[src/rtl/riscv_pkg.sv]
// Shared RISC-V front-end definitions: data width, NOP encoding, default
// reset PC, fetch FSM state encoding and the instruction-buffer entry layout.
package riscv_pkg;
  localparam int              XLEN             = 32;
  localparam logic [XLEN-1:0] NOP_INSTR        = 32'h0000_0013;
  localparam logic [XLEN-1:0] DEFAULT_RESET_PC = 32'h0000_0000;

  typedef enum logic {
    FETCH = 1'b0,
    DRAIN = 1'b1
  } fetch_state_e;

  // One buffered instruction; pc sits in the upper half of the 64-bit word.
  typedef struct packed {
    logic [XLEN-1:0] pc;
    logic [XLEN-1:0] instr;
  } fetch_entry_t;
endpackage

[src/rtl/fetch_fifo.sv]
// Synchronous FIFO holding fetched {pc, instr} words for decode.
// Ports:
//   clk, reset              clock, async active-high reset
//   flush_i                 drop all entries (wins over push)
//   push_i / push_data_i    write an entry (accepted when not full or popping)
//   pop_i                   remove the head (ignored when empty)
//   head_o                  entry at the head (undefined when empty)
//   full_o, empty_o, count_o occupancy status
module fetch_fifo #(
  parameter int WIDTH = 64,
  parameter int DEPTH = 2,
  localparam int CNT_W = $clog2(DEPTH + 1),
  localparam int PTR_W = (DEPTH > 1) ? $clog2(DEPTH) : 1
) (
  input  logic             clk,
  input  logic             reset,
  input  logic             flush_i,
  input  logic             push_i,
  input  logic [WIDTH-1:0] push_data_i,
  input  logic             pop_i,
  output logic [WIDTH-1:0] head_o,
  output logic             full_o,
  output logic             empty_o,
  output logic [CNT_W-1:0] count_o
);

  logic [WIDTH-1:0] mem_q [DEPTH];
  logic [PTR_W-1:0] rd_ptr_q, rd_ptr_d;
  logic [PTR_W-1:0] wr_ptr_q, wr_ptr_d;
  logic [CNT_W-1:0] count_q, count_d;
  logic             do_push, do_pop;

  function automatic logic [PTR_W-1:0] ptr_inc(input logic [PTR_W-1:0] p);
    return (p == PTR_W'(DEPTH - 1)) ? '0 : p + PTR_W'(1);
  endfunction

  assign empty_o = (count_q == '0);
  assign full_o  = (count_q == CNT_W'(DEPTH));
  assign count_o = count_q;
  assign head_o  = mem_q[rd_ptr_q];

  // A push into a full FIFO is legal only when the head leaves the same cycle.
  assign do_pop  = pop_i & ~empty_o;
  assign do_push = push_i & (~full_o | do_pop);

  always_comb begin
    rd_ptr_d = rd_ptr_q;
    wr_ptr_d = wr_ptr_q;
    count_d  = count_q;
    if (flush_i) begin
      rd_ptr_d = '0;
      wr_ptr_d = '0;
      count_d  = '0;
    end else begin
      if (do_pop)  rd_ptr_d = ptr_inc(rd_ptr_q);
      if (do_push) wr_ptr_d = ptr_inc(wr_ptr_q);
      count_d = count_q + CNT_W'(do_push) - CNT_W'(do_pop);
    end
  end

  always_ff @(posedge clk or posedge reset) begin
    if (reset) begin
      rd_ptr_q <= '0;
      wr_ptr_q <= '0;
      count_q  <= '0;
    end else begin
      rd_ptr_q <= rd_ptr_d;
      wr_ptr_q <= wr_ptr_d;
      count_q  <= count_d;
    end
  end

  // Storage needs no reset: nothing is visible until count is non-zero.
  always_ff @(posedge clk) begin
    if (do_push && !flush_i) mem_q[wr_ptr_q] <= push_data_i;
  end

endmodule

[src/rtl/ifetch_unit.sv]
// Instruction fetch unit: issues word-aligned fetches, buffers returned
// instructions with their PCs, and handles redirects by flushing the buffer
// and discarding responses to requests already in flight.
// Ports:
//   clk, reset                         clock, async active-high reset
//   redirect_valid, redirect_pc        taken branch/jump from execute
//   imem_req_valid/addr/ready          fetch request handshake
//   imem_rsp_valid/data                in-order instruction return
//   dec_valid/instr/pc, dec_ready      buffered instruction to decode
module ifetch_unit
  import riscv_pkg::*;
#(
  parameter logic [XLEN-1:0] RESET_PC = DEFAULT_RESET_PC,
  parameter int              DEPTH    = 2
) (
  input  logic            clk,
  input  logic            reset,
  input  logic            redirect_valid,
  input  logic [XLEN-1:0] redirect_pc,
  output logic            imem_req_valid,
  output logic [XLEN-1:0] imem_req_addr,
  input  logic            imem_req_ready,
  input  logic            imem_rsp_valid,
  input  logic [XLEN-1:0] imem_rsp_data,
  output logic            dec_valid,
  output logic [XLEN-1:0] dec_instr,
  output logic [XLEN-1:0] dec_pc,
  input  logic            dec_ready
);

  localparam int CNT_W = $clog2(DEPTH + 1);

  fetch_state_e    state_q, state_d;
  logic [XLEN-1:0] fetch_pc_q, fetch_pc_d;
  logic [XLEN-1:0] rsp_pc_q, rsp_pc_d;   // PC of the next response to keep
  logic [CNT_W-1:0] outst_q, outst_d;
  logic [CNT_W-1:0] drop_q, drop_d;

  logic [CNT_W:0]   inflight;
  logic [CNT_W-1:0] fifo_count;
  logic             fifo_empty, fifo_full;
  logic             accept, dec_pop, discard, rsp_push;
  logic [XLEN-1:0]  redirect_tgt;
  fetch_entry_t     push_entry, head_entry;

  assign redirect_tgt = {redirect_pc[XLEN-1:2], 2'b00};

  // Credit: a slot popped this cycle is free for a response that can only
  // arrive next cycle at the earliest, so it counts as available now.
  assign dec_valid = ~fifo_empty;
  assign dec_pop   = dec_valid & dec_ready;
  assign inflight  = (CNT_W+1)'(outst_q) + (CNT_W+1)'(fifo_count) - (CNT_W+1)'(dec_pop);

  assign imem_req_valid = ~reset & (state_q == FETCH) & (inflight < (CNT_W+1)'(DEPTH));
  assign imem_req_addr  = fetch_pc_q;
  assign accept         = imem_req_valid & imem_req_ready;

  // Anything returning while stale requests remain, or in the redirect cycle
  // itself, belongs to the old path.
  assign discard  = redirect_valid | (drop_q != '0);
  assign rsp_push = imem_rsp_valid & ~discard;

  always_comb begin
    state_d    = state_q;
    fetch_pc_d = fetch_pc_q;
    rsp_pc_d   = rsp_pc_q;
    outst_d    = outst_q + CNT_W'(accept) - CNT_W'(imem_rsp_valid);
    drop_d     = drop_q;

    if (imem_rsp_valid && drop_q != '0) drop_d = drop_q - CNT_W'(1);
    if (rsp_push) rsp_pc_d = rsp_pc_q + XLEN'(4);

    if (redirect_valid) begin
      fetch_pc_d = redirect_tgt;
      rsp_pc_d   = redirect_tgt;
      // Everything still owed after this edge is stale.
      drop_d     = outst_d;
    end else if (accept) begin
      fetch_pc_d = fetch_pc_q + XLEN'(4);
    end

    case (state_q)
      FETCH:   if (redirect_valid && drop_d != '0) state_d = DRAIN;
      DRAIN:   if (drop_d == '0) state_d = FETCH;
      default: state_d = FETCH;
    endcase
  end

  always_ff @(posedge clk or posedge reset) begin
    if (reset) begin
      state_q    <= FETCH;
      fetch_pc_q <= RESET_PC;
      rsp_pc_q   <= RESET_PC;
      outst_q    <= '0;
      drop_q     <= '0;
    end else begin
      state_q    <= state_d;
      fetch_pc_q <= fetch_pc_d;
      rsp_pc_q   <= rsp_pc_d;
      outst_q    <= outst_d;
      drop_q     <= drop_d;
    end
  end

  assign push_entry = '{pc: rsp_pc_q, instr: imem_rsp_data};

  fetch_fifo #(
    .WIDTH ($bits(fetch_entry_t)),
    .DEPTH (DEPTH)
  ) u_fifo (
    .clk         (clk),
    .reset       (reset),
    .flush_i     (redirect_valid),
    .push_i      (rsp_push),
    .push_data_i (push_entry),
    .pop_i       (dec_pop),
    .head_o      (head_entry),
    .full_o      (fifo_full),
    .empty_o     (fifo_empty),
    .count_o     (fifo_count)
  );

  // Head storage is not reset, so mask it to present zeros when empty.
  assign dec_instr = fifo_empty ? '0 : head_entry.instr;
  assign dec_pc    = fifo_empty ? '0 : head_entry.pc;

  // The credit rule must always leave room for a kept response.
  a_no_overflow: assert property (@(posedge clk) disable iff (reset)
    !(rsp_push && fifo_full && !dec_pop));

endmodule

[config.mk]
export PLATFORM = sky130hd
export DESIGN_NAME = ifetch_unit
export DESIGN_NICKNAME = d
export VERILOG_FILES = /design/src/rtl/riscv_pkg.sv /design/src/rtl/fetch_fifo.sv /design/src/rtl/ifetch_unit.sv
export SDC_FILE = /design/constraint.sdc
export NUM_CORES = 1
export LEC_CHECK = 0
export CAP_MARGIN = 20
export CORE_AREA = 2 2 139 141
export DETAILED_ROUTE_END_ITERATION = 16
export DIE_AREA = 0 0 141 143
export MAX_ROUTING_LAYER = met4
export PLACE_DENSITY = 0.75
export SLEW_MARGIN = 20
export SYNTH_ARGS = -nofsm -noshare
export SYNTH_HDL_FRONTEND = slang
export SYNTH_SLANG_ARGS = --single-unit
export TNS_END_PERCENT = 20
[constraint.sdc]
create_clock -name clk -period 7.7 [get_ports clk]
set_input_delay 1.155 -clock clk [delete_from_list [all_inputs] [get_ports clk]]
set_output_delay 1.155 -clock clk [all_outputs]
set_load 0.01 [all_outputs]
==> flow_metrics.tcl <==
set metrics [dict create \
    layout_commonest_cell "clkdlybuf4s50_1" \
    avgViaCountPerCell 5.29 \
    finalSetupViolCount 0 \
    async_reset_ff_share_pct 35.8 \
    die-height_um 143 \
    leakage_nw 3.93 \
    grt-ovfl-total 0 \
    fin_cells 1067 \
    grt_pass1_wl_um 29300 \
    drv_cap 0 \
    syn_inst 660 \
    final_nets 900 \
    io_pins 168 \
    grt_start_max_net_pins 70 \
    placedCellCount 1034 \
    yosys-top-cells-area "edfxtp_1, dfrtp_1, mux2i_1" \
    fillers 1503 \
    syn_area_mm2 0.00862 \
    fin_setup_tns_ns 0 \
    drive_gt1_share_pct 9.60 \
    synth_largest_area_cell "edfxtp_1" \
    critical_path_class "in -> out" \
    fin_util_pct 59.8 \
    grt_pass1_vias 5547 \
    ys.flop_type "edfxtp_1" \
    final_cell_mix "clkdlybuf4s50_1, edfxtp_1, nor2_1" \
    die_area_mm2 0.0202 \
    fp-row-count 50 \
    wire_per_inst_um 17.2 \
    drtPass1Iterations 5 \
    relSlewSlack_pct 36.7 \
    status "complete, no violations" \
    max_freq_mhz 202 \
    postRouteAntennaNets 0 \
    synth-seq-area-share_pct 63.3 \
    vias 5649 \
    start_util_pct 46.4 \
    port_buffers 161 \
    fin_skew_ns 0.0107 \
    routed_wl_um 18400 \
    slew_violations 0 \
    syn_avg_cell_area_um2 13.1 \
    cts_resized 0 \
    cts.clk_slew.worst_paths_ns 0.07 \
    dpl_worst_slack_ns 2.75 \
    p_total_mw 3.06 \
    antenna_found_initial 0 \
    powerDensity_mw_per_mm2 276 \
    synth_edf_count 124 \
    drc_errors 0 \
    rsz0062_at_grt "no" \
    grt_use_total_pct 19.4 \
    cts_buffer_depth 2 \
    cp_data_arrival_time_ns 3.80 \
    ir_worst_vdd_uv 144 \
    setup_slack_ns 2.74 \
    critical_path.most_common_cell "clkdlybuf4s50_1" \
    cts_setup_buffers 0 \
    crit_chain "clkdlybuf4s50_1 -> nor2b_1 -> ha_1 -> inv_1 -> nand2_1 -> fa_1 -> xor2_1 -> and3_1 -> clkdlybuf4s50_1" \
    hp-class "reg -> reg" \
    critPathMaxFanout 3 \
    hold_viol 0 \
    cp-end-kind "primary output" \
    gp_congestion 0.913 \
    ctsHoldBuffers 0 \
    cp-start-kind "input pin" \
    area_growth_pct 28.9 \
    finalCritPeriodShare_pct 64.4 \
    worst_slew_pin_slew_ns 0.942 \
    tritoncts "yes" \
    slowest_stage "clkdlybuf4s50_1" \
    yosysTopAreaCellShare_pct 43.2 \
    place_hpwl_um 12100 \
    worstPathRequired_ns 6.55 \
    synth-seq-cells 193 \
    numClockSinks 193 \
    yosysUniqueCellTypes 44 \
    cts_inserted_buffers 17 \
    drt_iter0_markers 377 \
    insertion_delay_ns 0.43 \
    core_area_mm2 0.0186 \
    yosysWarningCount 0 \
    cts_root_buffer "clkbuf_16" \
    antenna_cells 0 \
    slowest_delay_ns 0.54 \
    fin_crit_ns 4.96 \
    chipWidth_um 141 \
    htree_levels 4 \
]
## power by group
part           switching (mW)  total [mW]  internal [mW]  leakage [nW]
Combinational           0.408       0.834          0.426          1.70
Clock                   0.391       0.895          0.504         0.306
Sequential              0.109        1.33           1.23          1.92
Total                   0.908        3.06           2.15          3.93
## through the flow
stage	hold WS [ns]	instance area, um^2
2_1_floorplan	0.462	8630
3_3_place_gp	0.497	10500
3_5_place_dp	0.505	10500
4_1_cts	0.521	11100
5_1_grt	0.553	11100
6_report	0.523	11100
## synthesized netlist by cell type (all sizes together) (10+ instances only)
| cell | count |
|---|---|
| nor4 | 10 |
| edfxtp | 124 |
| xnor2 | 29 |
| clkbuf | 22 |
| nand3 | 17 |
| and3 | 11 |
| a21oi | 18 |
| xor2 | 33 |
| dfrtp | 69 |
| nand2 | 27 |
| nor3 | 17 |
| mux2i | 65 |
| nand4 | 24 |
| mux2 | 28 |
| inv | 14 |
| nor2 | 83 |
## kinds of logic after synthesis
logic type / after synthesis / synth area share [%]
and+or+nand+nor: 218 / 12.8
muxes: 93 / 11.2
DFF: 193 / 63.3
other: 1 / 0.0435
adders and majority gates: 10 / 1.54
xor gates and xnor gates: 62 / 6.30
buffers and inverters: 46 / 2.22
AOI/OAI and AO/OA: 37 / 2.64
## sequential cells by signal (all words and copies together) (netlist names)
| name | flops |
|---|---|
| u_fifo.count_o | 2 |
| rsp_pc_q | 30 |
| drop_q | 2 |
| imem_req_addr | 30 |
| u_fifo.wr_ptr_q | 1 |
| u_fifo.mem_q | 124 |
| outst_q | 2 |
| state_q | 1 |
| u_fifo.rd_ptr_q | 1 |
## layer usage
layer  global-route usage (%)  routed length [um]  vias to the layer above
li1                         -                   -                     2708
met1                     26.8                8740                     2705
met4                     6.05                 317                        0
met5                        -                   0                        -
met2                     29.2                8340                      216
met3                     3.69                 999                       20
## path summary, 6_finish.rpt
check / end / from / slack (ns) / cells past startpoint
hold reg to reg: state_q / state_q / 0.52 / 1
min in group asynchronous: state_q / reset / 1.35 / 3
max in group asynchronous: u_fifo.rd_ptr_q / reset / 5.68 / 3
setup / recovery: imem_req_valid / dec_ready / 2.74 / 9
hold / removal: state_q / state_q / 0.52 / 1
setup reg to reg: imem_req_addr[31] / u_fifo.count_o[0] / 3.46 / 12
## cell type report
class	count	area (um^2)	area share, %
Clock buffer	21	494	4.45
Inverter	15	56.3	0.507
Multi-Input combinational cell	424	3010	27.1
Sequential cell	193	5450	49.1
Tap cell	234	293	2.64
Clock inverter	11	114	1.03
Timing Repair Buffer	169	1680	15.2
## critical path, delay by kind of cell
kind                       cells  cell delay (ns)
and+or+nand+nor                3             0.55
xor gates and xnor gates       1             0.35
buffers and inverters          3             1.09
adders and majority gates      2             0.65
Power figures use the tool's default switching activity.
